## config.mk

```make
export PLATFORM = sky130hd
export DESIGN_NAME = wormhole_router
export DESIGN_NICKNAME = d
export VERILOG_FILES = /design/src/rtl/wormhole_router.sv
export SDC_FILE = /design/constraint.sdc
export NUM_CORES = 2
export LEC_CHECK = 0
export CAP_MARGIN = 20
export CELL_PAD_IN_SITES_DETAIL_PLACEMENT = 0
export CELL_PAD_IN_SITES_GLOBAL_PLACEMENT = 2
export CORE_MARGIN = 5
export CORE_UTILIZATION = 35
export CTS_CLUSTER_DIAMETER = 80
export DETAILED_ROUTE_END_ITERATION = 16
export GPL_TIMING_DRIVEN = 0
export PLACE_DENSITY = 0.69
export SETUP_SLACK_MARGIN = 0.3
export SYNTH_ARGS = -nofsm -noshare
export SYNTH_HDL_FRONTEND = slang
export SYNTH_SLANG_ARGS = --single-unit
```

## constraint.sdc

```tcl
create_clock -name clk -period 9.4 [get_ports clk]
set_input_delay 2.82 -clock clk [delete_from_list [all_inputs] [get_ports clk]]
set_output_delay 2.82 -clock clk [all_outputs]
set_load 0.005 [all_outputs]
```

## src/rtl/wormhole_router.sv

```systemverilog
// rtl/wormhole_router.sv - 5-port XY wormhole router: per-input FIFOs, round-robin output locks, on/off flow control.
// Define ROUTER_STATS_EN to add saturating per-output forwarded-flit counters on flit_count_o.

module router_fifo #(
  parameter int DATA_W     = 32,
  parameter int DEPTH      = 8,
  parameter int OFF_MARGIN = 2
) (
  input  logic              clk,
  input  logic              rst,
  input  logic              wr_en,
  input  logic [DATA_W-1:0] wr_data,
  input  logic              rd_en,
  output logic [DATA_W-1:0] rd_data,
  output logic              empty,
  output logic              drop,
  output logic              ready
);
  localparam int PTR_W = $clog2(DEPTH);
  localparam logic [PTR_W:0] DEPTH_C = (PTR_W+1)'(DEPTH);
  localparam logic [PTR_W:0] OFF_C   = (PTR_W+1)'(OFF_MARGIN);
  localparam logic [PTR_W:0] ON_C    = (PTR_W+1)'(2 * OFF_MARGIN);

  logic [DATA_W-1:0] mem [DEPTH];
  logic [PTR_W-1:0]  wr_ptr, rd_ptr;
  logic [PTR_W:0]    count, count_next, free_next;
  logic              full, wr_ok, rd_ok;

  assign empty   = (count == '0);
  assign full    = (count == DEPTH_C);
  assign rd_ok   = rd_en && !empty;
  // A full FIFO still takes the write when its head leaves in the same cycle.
  assign wr_ok   = wr_en && (!full || rd_ok);
  assign drop    = wr_en && !wr_ok;
  assign rd_data = mem[rd_ptr];

  always_comb begin
    count_next = count;
    if (wr_ok && !rd_ok)
      count_next = count + 1'b1;
    else if (!wr_ok && rd_ok)
      count_next = count - 1'b1;
  end

  assign free_next = DEPTH_C - count_next;

  always_ff @(posedge clk or negedge rst) begin
    if (!rst) begin
      wr_ptr <= '0;
      rd_ptr <= '0;
      count  <= '0;
      ready  <= 1'b1;
    end else begin
      if (wr_ok) wr_ptr <= wr_ptr + 1'b1;
      if (rd_ok) rd_ptr <= rd_ptr + 1'b1;
      count <= count_next;
      if (free_next <= OFF_C)
        ready <= 1'b0;
      else if (free_next >= ON_C)
        ready <= 1'b1;
    end
  end

  always_ff @(posedge clk) begin
    if (wr_ok) mem[wr_ptr] <= wr_data;
  end
endmodule

module wormhole_router #(
  parameter int DATA_W      = 32,
  parameter int BUFFER_SIZE = 8,
  parameter int OFF_MARGIN  = 2,
  parameter int ADDR_X_W    = 3,
  parameter int ADDR_Y_W    = 3
) (
  input  logic                   clk,
  input  logic                   rst,
  input  logic [ADDR_X_W-1:0]    x_current,
  input  logic [ADDR_Y_W-1:0]    y_current,
  input  logic [4:0][DATA_W-1:0] data_in,
  input  logic [4:0]             is_valid_in,
  output logic [4:0]             is_on_off_out,
  output logic [4:0][DATA_W-1:0] data_out,
  output logic [4:0]             is_valid_out,
  input  logic [4:0]             is_on_off_in,
`ifdef ROUTER_STATS_EN
  output logic [4:0][15:0]       flit_count_o,
`endif
  output logic [4:0]             error_o
);
  localparam int NP = 5;
  localparam logic [2:0] P_LOCAL = 3'd0, P_NORTH = 3'd1, P_SOUTH = 3'd2, P_WEST = 3'd3, P_EAST = 3'd4;
  localparam logic [1:0] T_HEAD = 2'b00, T_TAIL = 2'b10, T_HT = 2'b11;

  typedef enum logic [1:0] {IDLE, WAIT_GRANT, ACTIVE} in_state_t;

  in_state_t                 state [NP];
  in_state_t                 state_next [NP];
  logic [NP-1:0][DATA_W-1:0] head_flit;
  logic [NP-1:0][2:0]        route_calc, route_q, route_req;
  logic [NP-1:0][2:0]        owner_q, ptr_q, winner, fwd_src;
  logic [NP-1:0]             fifo_empty, fifo_drop, is_head, last_flit;
  logic [NP-1:0]             req, bad, granted, fwd_in, pop;
  logic [NP-1:0]             lock_q, grant_v, fwd_v;

  function automatic logic [2:0] rr_idx(input logic [2:0] base, input int k);
    int s;
    s = int'(base) + k;
    if (s >= NP) s = s - NP;
    return 3'(s);
  endfunction

  genvar g;
  generate
    for (g = 0; g < NP; g++) begin : g_in
      logic [1:0]          ftype;
      logic [ADDR_X_W-1:0] dx;
      logic [ADDR_Y_W-1:0] dy;

      router_fifo #(.DATA_W(DATA_W), .DEPTH(BUFFER_SIZE), .OFF_MARGIN(OFF_MARGIN)) u_fifo (
        .clk     (clk),
        .rst     (rst),
        .wr_en   (is_valid_in[g]),
        .wr_data (data_in[g]),
        .rd_en   (pop[g]),
        .rd_data (head_flit[g]),
        .empty   (fifo_empty[g]),
        .drop    (fifo_drop[g]),
        .ready   (is_on_off_out[g])
      );

      assign ftype        = head_flit[g][DATA_W-1 -: 2];
      assign dx           = head_flit[g][ADDR_X_W-1:0];
      assign dy           = head_flit[g][ADDR_X_W +: ADDR_Y_W];
      assign is_head[g]   = (ftype == T_HEAD) || (ftype == T_HT);
      assign last_flit[g] = (ftype == T_TAIL) || (ftype == T_HT);
      assign route_calc[g] = (dx > x_current) ? P_EAST  :
                             (dx < x_current) ? P_WEST  :
                             (dy > y_current) ? P_NORTH :
                             (dy < y_current) ? P_SOUTH : P_LOCAL;
    end
  endgenerate

  // An IDLE input requests straight from its FIFO head so a fresh head can win in its first cycle.
  always_comb begin
    req       = '0;
    bad       = '0;
    route_req = route_q;
    for (int i = 0; i < NP; i++) begin
      if (state[i] == IDLE && !fifo_empty[i]) begin
        if (is_head[i]) begin
          req[i]       = 1'b1;
          route_req[i] = route_calc[i];
        end else begin
          bad[i] = 1'b1;
        end
      end else if (state[i] == WAIT_GRANT) begin
        req[i] = 1'b1;
      end
    end
  end

  always_comb begin
    grant_v = '0;
    winner  = '0;
    fwd_v   = '0;
    fwd_src = owner_q;
    for (int o = 0; o < NP; o++) begin
      if (lock_q[o]) begin
        fwd_v[o] = is_on_off_in[o] && !fifo_empty[owner_q[o]];
      end else if (is_on_off_in[o]) begin
        for (int k = 0; k < NP; k++) begin
          if (!grant_v[o] && req[rr_idx(ptr_q[o], k)] && route_req[rr_idx(ptr_q[o], k)] == 3'(o)) begin
            grant_v[o] = 1'b1;
            winner[o]  = rr_idx(ptr_q[o], k);
          end
        end
        fwd_v[o]   = grant_v[o];
        fwd_src[o] = winner[o];
      end
    end
  end

  always_comb begin
    fwd_in  = '0;
    granted = '0;
    for (int o = 0; o < NP; o++) begin
      if (fwd_v[o])   fwd_in[fwd_src[o]]  = 1'b1;
      if (grant_v[o]) granted[winner[o]] = 1'b1;
    end
    pop = fwd_in | bad;
  end

  always_comb begin
    for (int i = 0; i < NP; i++) begin
      state_next[i] = state[i];
      case (state[i])
        IDLE, WAIT_GRANT: begin
          if (granted[i]) begin
            if (last_flit[i]) state_next[i] = IDLE;
            else              state_next[i] = ACTIVE;
          end else if (req[i]) begin
            state_next[i] = WAIT_GRANT;
          end
        end
        ACTIVE:  if (fwd_in[i] && last_flit[i]) state_next[i] = IDLE;
        default: state_next[i] = IDLE;
      endcase
    end
  end

  always_ff @(posedge clk or negedge rst) begin
    if (!rst) begin
      for (int i = 0; i < NP; i++) state[i] <= IDLE;
      route_q      <= '0;
      lock_q       <= '0;
      owner_q      <= '0;
      ptr_q        <= '0;
      data_out     <= '0;
      is_valid_out <= '0;
      error_o      <= '0;
    end else begin
      for (int i = 0; i < NP; i++) begin
        state[i] <= state_next[i];
        if (state[i] == IDLE && req[i]) route_q[i] <= route_calc[i];
      end
      for (int o = 0; o < NP; o++) begin
        // A head-tail grant never takes the lock, so it is granted and released at one edge.
        if (grant_v[o]) begin
          ptr_q[o]   <= rr_idx(winner[o], 1);
          owner_q[o] <= winner[o];
          lock_q[o]  <= !last_flit[winner[o]];
        end else if (lock_q[o] && fwd_v[o] && last_flit[owner_q[o]]) begin
          lock_q[o] <= 1'b0;
        end
        if (fwd_v[o]) data_out[o] <= head_flit[fwd_src[o]];
      end
      is_valid_out <= fwd_v;
      error_o      <= error_o | fifo_drop | bad;
    end
  end

`ifdef ROUTER_STATS_EN
  always_ff @(posedge clk or negedge rst) begin
    if (!rst) begin
      flit_count_o <= '0;
    end else begin
      for (int o = 0; o < NP; o++)
        if (fwd_v[o] && flit_count_o[o] != 16'hFFFF)
          flit_count_o[o] <= flit_count_o[o] + 16'd1;
    end
  end
`endif
endmodule
```

## Yosys cells after proc, flatten, opt, wreduce, memory -nomap -nowiden

Memories as Yosys holds them, arrays and structs flattened.
Index checks and enable logic that the tools add are counted.

- Register bits: 285
- Bits in writable memories: 1280
- Word-level logic and storage cells: 1023
- Memories: 5

- $add $sub $neg: 80
- Magnitude comparators: 110
- Equal/unequal tests: 55
- Muxes and demuxes: 495
- Bitwise gates (word level): 11
- Reductions and logical operators: 215

Memory list:

| memory | depth | width | read ports | clocked after Yosys merged registers in | wr ports | line | text |
|---|---|---|---|---|---|---|---|
| g_in[0].u_fifo.mem | 8 | 32 | 1 | 0 | 1 | 24 | `logic [DATA_W-1:0] mem [DEPTH];` |
| g_in[1].u_fifo.mem | 8 | 32 | 1 | 0 | 1 | 24 |  |
| g_in[2].u_fifo.mem | 8 | 32 | 1 | 0 | 1 | 24 |  |
| g_in[3].u_fifo.mem | 8 | 32 | 1 | 0 | 1 | 24 |  |
| g_in[4].u_fifo.mem | 8 | 32 | 1 | 0 | 1 | 24 |  |

Operator list:

| cell | count |
|---|---|
| 3-bit two-way mux | 165 |
| 32-bit binary-select mux with 3-bit select | 5 |
| 3-bit binary-select mux with 3-bit select | 25 |
| 1-bit two-way mux | 185 |
| 3-bit by 4-bit < comparator with 1-bit output (second input constant) | 40 |
| 32-bit two-way mux | 5 |
| 1-bit binary-select mux with 3-bit select | 40 |
| 4-bit by 3-bit >= comparator with 1-bit output (second input constant) | 30 |
| 1-bit logical AND | 110 |
| 3-bit subtractor (second input constant) | 30 |
| 2-bit two-way mux | 35 |
| 5-bit bitwise OR | 11 |
| 1-bit logical NOT | 50 |
| 5-bit two-way mux | 10 |
| 3-bit by 1-bit adder with 4-bit output (second input constant) | 10 |
| 3-bit by 2-bit adder with 4-bit output (second input constant) | 10 |
| 4-bit two-way mux | 10 |
| 3-bit by 1-bit adder with 3-bit output (second input constant) | 10 |
| 1-bit demux with 3-bit select | 10 |
| 2-bit == test (second input constant) | 15 |
| 3-bit by 2-bit == test with 1-bit output (second input constant) | 10 |
| 3-bit by 1-bit >= comparator with 1-bit output (second input constant) | 10 |
| 3-bit greater-than comparator | 10 |
| 3-bit < comparator | 10 |
| other kinds (20) | 120 |

## Longest topological paths before layout

An unclocked memory read counts as a cell.

- Word-level depth: 64
- Depth in mapped cells: 31

## Cells and area by module

A second synthesis with hierarchy kept.

- Cell total of the unflattened synthesis: 5129
- Area, all modules: 74961.9 um^2

Modules (own cells, without submodules):

| module | instances | cells an instance | area each (um^2) | seq. area each (um^2) |
|---|---|---|---|---|
| router_fifo at g_in[1].u_fifo ... | 4 | 460 | 10351.2 | 7963.9 |
| wormhole_router | 1 | 2825 | 23202.3 | 5755.5 |
| router_fifo at g_in[0].u_fifo | 1 | 464 | 10354.9 | 7963.9 |

## Worst setup path before layout

No wires, ideal clock.

- Path type: input port to flip-flop
- From: in x_current[2]
- To: mem g_in[3].u_fifo.mem[2][0], enable pin
- Arrival time: 9132 ps
- Path slack: -200 ps
- Stages on the path: 17
- Cells stage by stage: inv_1 -> ha_1 -> nand3_1 -> a21o_1 -> o211a_2 -> o211ai_1 -> o221ai_1 -> a2111oi_4 -> nand4_1 -> o211a_1 -> o31a_1 -> nor3_1 -> a311oi_2 -> and2_4 -> a31oi_2 -> nand2b_1 -> nor3b_1

- Longest elaborated chain between the ends: 55
- Elaborated cells on any way between the ends: 320

RTL lines:

| what | line | text |
|---|---|---|
| start, declared | 78 | `input logic [ADDR_X_W-1:0] x_current,` |
| 3-bit < comparator | 138 | `(dx < x_current) ? P_WEST :` |
| 2-bit two-way mux | 138 |  |
| 3-bit two-way mux | 137 | `assign route_calc[g] = (dx > x_current) ? P_EAST :` |
| 3-bit two-way mux | 151 | `if (is_head[i]) begin` |
| 3-bit two-way mux | 150 | `if (state[i] == IDLE && !fifo_empty[i]) begin` |
| 3-bit binary-select mux with 3-bit select | 173 | `if (!grant_v[o] && req[rr_idx(ptr_q[o], k)] && route_req[rr_idx(ptr_q[o], k)] == 3'(o)) begin` |
| 3-bit two-way mux (implied by the code) | 173 |  |
| 3-bit logical NOT | 173 |  |
| [... 39 more ...] | - |  |
| 5-bit bitwise OR (no source line) | - |  |
| 5-bit two-way mux * | 188 | `if (fwd_v[o]) fwd_in[fwd_src[o]] = 1'b1;` |
| 5-bit bitwise OR * | 191 | `pop = fwd_in \| bad;` |
| 1-bit logical AND * | 31 | `assign rd_ok = rd_en && !empty;` |
| 1-bit logical OR * | 33 | `assign wr_ok = wr_en && (!full \|\| rd_ok);` |
| 1-bit logical AND * | 33 |  |
| 1-bit two-way mux * | 65 | `if (wr_ok) mem[wr_ptr] <= wr_data;` |
| 1-bit two-way mux (implied by the code) * | 65 |  |
| end, declared | 24 |  |

Every way passes the cells marked *; elsewhere a longest branch is shown, timed or not. The select of a mux whose other input is x is not followed.

## Worst setup path in the final report

- From: in y_current[2]
- To: reg g_in[0].u_fifo.ready

- Longest elaborated chain between the ends: 62
- Elaborated cells on any way between the ends: 339

RTL lines:

| what | line | text |
|---|---|---|
| start, declared | 79 | `input logic [ADDR_Y_W-1:0] y_current,` |
| 3-bit < comparator | 140 | `(dy < y_current) ? P_SOUTH : P_LOCAL;` |
| 2-bit two-way mux | 140 |  |
| 2-bit two-way mux | 139 | `(dy > y_current) ? P_NORTH :` |
| 2-bit two-way mux | 138 |  |
| 3-bit two-way mux | 137 |  |
| 3-bit two-way mux | 151 |  |
| 3-bit two-way mux | 150 |  |
| 3-bit binary-select mux with 3-bit select | 173 |  |
| [... 46 more ...] | - |  |
| 1-bit logical AND | 33 |  |
| 1-bit logical NOT | 41 | `else if (!wr_ok && rd_ok)` |
| 1-bit logical AND | 41 |  |
| 4-bit two-way mux | 41 |  |
| 4-bit two-way mux * | 39 | `if (wr_ok && !rd_ok)` |
| 4-bit subtractor * | 45 | `assign free_next = DEPTH_C - count_next;` |
| 4-bit by 2-bit less-or-equal comparator with 1-bit output / 4-bit by 3-bit >= comparator with 1-bit output (equally long branches) | 57, 59 |  |
| 1-bit two-way mux / 2-bit nonzero test (equally long branches) | - |  |
| end signal, assigned | 52 | `ready <= 1'b1;` |
| end signal, assigned | 58 | `ready <= 1'b0;` |
| end signal, assigned | 60 | `ready <= 1'b1;` |
| end, declared | 17 | `output logic ready` |

Marks and branches as above.
A chain may end at the register's enable or synchronous reset.

==> flow_metrics.py <==
metrics = {
    "outcome": {
        "status": "completed",
    },
    "sta": {
        "worst_pin_slew_ns": 1.30,
        "finalClockSkew_ns": 0.0631,
        "finalSetupViolCount": 0,
        "slew_violations": 0,
        "fin_crit_sh_pct": 95.1,
        "fin_crit_ns": 8.94,
        "rsz0062_at_grt": "yes",
        "finalHoldViolCount": 0,
        "max_slew_margin_pct": 10.7,
        "max_freq_mhz": 112,
    },
    "synth": {
        "netlist_area_um2": 75000,
        "yosysUniqueCellTypes": 138,
        "synth_seq_area_share_pct": 60.8,
        "async_flop_share_pct": 18.2,
        "synthesis.nets": 5769,
        "synth_area_per_cell_um2": 13.7,
        "synthCells": 5475,
        "synthFlopType": "edfxtp_1",
        "ys_ff_latch": 1565,
        "synth-edff-count": 1280,
        "yosys_warnings": 0,
    },
    "final_layout": {
        "area_growth_syn_to_layout_pct": 22.1,
        "final_util_pct": 42.8,
        "drive_gt1_share_pct": 19.1,
        "fillCellCount": 19700,
        "nNetsFinal": 6517,
    },
    "drt": {
        "vias": 53100,
        "wirelength_um": 287000,
        "firstDrtPassIters": 8,
        "wl_per_cell_um": 31.2,
        "ant_nets": 0,
        "drc_errors": 0,
        "drt_iter0_drc": 5705,
        "vias_per_cell": 5.77,
    },
    "setup_path": {
        "critPathMaxFanout": 10,
        "path_class": "in -> reg",
        "cp-end-kind": "flip-flop",
        "r2r_start": "g_in[2].u_fifo.rd_ptr[0]",
        "crit_arrival_ns": 9.66,
        "start_kind": "primary input",
        "cp.required_ns": 10.12,
        "r2r_cells": 25,
        "r2r_end": "g_in[0].u_fifo.ready",
        "rrSetupSlack_ns": 0.59,
    },
    "floorplanning": {
        "dieHeight_um": 473,
        "die_w_um": 473,
        "ios": 353,
        "start_util_pct": 35.0,
        "coreArea_um2": 214000,
        "num_rows": 170,
        "die_area_um2": 224000,
    },
    "global_route": {
        "grt_overflow_total": 0,
        "grt_max_degree": 108,
        "grt_use_total_pct": 25.1,
        "grt_pass1_vias": 52100,
        "grt_antenna_before_repair": 32,
        "grt_pass1_wl_um": 401000,
    },
    "placed_design": {
        "io_buffers": 350,
        "place_congestion": 0.957,
        "dpl.hpwl_um": 217000,
    },
    "clock_tree": {
        "cts.sinks": 1565,
        "cts_buffers": 168,
        "cts_tree": "done",
        "cts-root-buf": "clkbuf_16",
        "htree_levels": 4,
        "ctsHoldBuffers": 0,
        "clk_latency_ns": 0.82,
        "cts_buffer_depth": 3,
        "path_clk_slew_ns": 0.06,
    },
    "worst_hold_path": {
        "min_from": "error_o[3]",
        "hold_path.class": "reg -> reg",
        "hold_depth": 2,
        "whs_endpoint": "error_o[3]",
    },
    "run": {
        "maxCapViolations": 0,
    },
}
registers in the layout, indices dropped and copies added, names as in the netlist, 10 cells and up:
name,cells
g_in.u_fifo.wr_ptr,15
ptr_q,15
owner_q,15
route_q,15
data_out,160
g_in.u_fifo.count,20
g_in.u_fifo.mem,1280
g_in.u_fifo.rd_ptr,15
state,10
repair_timing:
action | in CTS | in global routing
setup endpoints to repair | 1446 | 1188
pin swaps | 36 | 16
setup buffers | 52 | 23
resized for setup | 56 | 77
critical path: stages:
cell	delay (ns)
clkdlybuf4s50_1	0.61
inv_1	0.23
ha_1	0.39
a21oi_1	0.25
nand2_1	0.23
a211oi_4	0.27
buf_8	0.22
or3_1	0.27
a2bb2o_4	0.26
a2bb2oi_4	0.20
o311a_1	0.38
o32ai_1	0.27
a221o_1	0.24
buf_4	0.21
nand2_1	0.22
o32a_2	0.53
and3_4	0.18
buf_6	0.14
o32a_4	0.33
xnor2_1	0.20
ha_1	0.21
inv_1	0.05
or4b_4	0.54
nor4b_2	0.28
a211oi_2	0.08
synthesized netlist by cell type (28+ instances only):
cell / n / area share [%]
and2_1: 39 / 0.33
ha_1: 111 / 1.9
nor2_1: 507 / 2.5
mux4_2: 331 / 9.9
nand2b_1: 40 / 0.33
a31oi_1: 80 / 0.67
o21a_1: 32 / 0.32
nand2_1: 385 / 1.9
xnor2_1: 40 / 0.47
nand3_1: 102 / 0.68
a221oi_1: 28 / 0.33
dfrtp_1: 280 / 9.3
a211oi_1: 92 / 0.92
a21oi_1: 244 / 1.6
o22ai_1: 82 / 0.68
and3_1: 32 / 0.27
nor2b_1: 43 / 0.36
nor3_1: 125 / 0.83
inv_1: 115 / 0.58
edfxtp_1: 1280 / 51
o21ai_0: 238 / 1.6
o211ai_1: 58 / 0.58
clkbuf_1: 239 / 1.2
or3_1: 33 / 0.28
buf_1: 59 / 0.30
nor4_1: 29 / 0.24
mux2i_1: 146 / 1.9
a22oi_1: 30 / 0.30
o221ai_1: 53 / 0.62
mux2_2: 81 / 1.2
routing by layer:
layer / vias up / wire, um / track usage, %
met5: - / 205 / 0
met4: 30 / 15000 / 11.6
met3: 517 / 20700 / 4.96
met2: 2097 / 135000 / 40.5
met1: 27400 / 116000 / 32.8
li1: 23100 / - / -
cells by family (layout without fill, tap and decap cells):
logic type	count (synthesis)	in the layout	synth area share, %
DFF	1565	1565	60.8
and+or+nand+nor	1493	1493	9.44
AOI/OAI and AO/OA	1232	1232	11.6
muxes	560	560	13.1
buffers and inverters	456	1338	2.43
adders and majority gates	116	116	1.99
xor gates and xnor gates	53	53	0.619
other	0	16	0
layout make-up:
class / instances / area [um2] / area share (%)
diodes: 16 / 40.0 / 0.0437
plain buffers: 332 / 1430 / 1.56
clock buffers: 217 / 4560 / 4.98
clock inverters: 87 / 867 / 0.947
inverters: 124 / 472 / 0.515
multi-input cells: 3454 / 28600 / 31.2
flip-flops and latches: 1565 / 45600 / 49.8
well taps: 2838 / 3550 / 3.88
repair buffers: 578 / 6500 / 7.09
through the flow:
stage | TNS (ns) | hold slack (ns) | worst slack, ns | cell area, um2 | instances
2_1_floorplan | -24.21 | 0.457 | -0.200 | 75100 | 5475
5_1_grt | 0 | 0.536 | 0.250 | 91500 | 9199
3_5_place_dp | -1536.12 | 0.490 | -1.74 | 84700 | 8813
4_1_cts | 0 | 0.502 | 0.0768 | 91000 | 9169
3_3_place_gp | -8767.77 | 0.464 | -8.80 | 82100 | 8663
6_report | 0 | 0.494 | 0.465 | 91600 | 9211
worst max-delay path by stage:
stage | from | end | slack (ns) | cells past startpoint
floorplan | x_current[2] | g_in[3].u_fifo.mem[2][0] | -0.20 | 17
global placement | rst | is_valid_out[0] | -8.80 | 1
detailed placement | y_current[2] | g_in[3].u_fifo.mem[6][12] | -1.74 | 21
CTS | x_current[2] | g_in[0].u_fifo.ready | 0.08 | 27
global route | g_in[0].u_fifo.rd_ptr[0] | g_in[0].u_fifo.ready | 0.25 | 26
finish | y_current[2] | g_in[0].u_fifo.ready | 0.46 | 25
placed cells by master, fill, tap and decap left out, drive strengths merged, types with 67 or more instances in the layout:
cell	Yosys	routed
clkdlybuf4s50	0	347
nand2	388	388
a21oi	247	247
edfxtp	1280	1280
nor2	509	509
clkinv	2	67
buf	93	310
inv	122	130
nor3	126	126
o22ai	82	82
a211oi	103	103
mux2i	147	147
ha	111	111
nand3	104	104
o21ai	249	249
a31oi	88	88
mux4	331	331
clkbuf	239	462
dfrtp	280	280
mux2	82	82
Power is not shown: default switching activity piles up to over one toggle a cycle in this logic, so the estimate is an artifact.
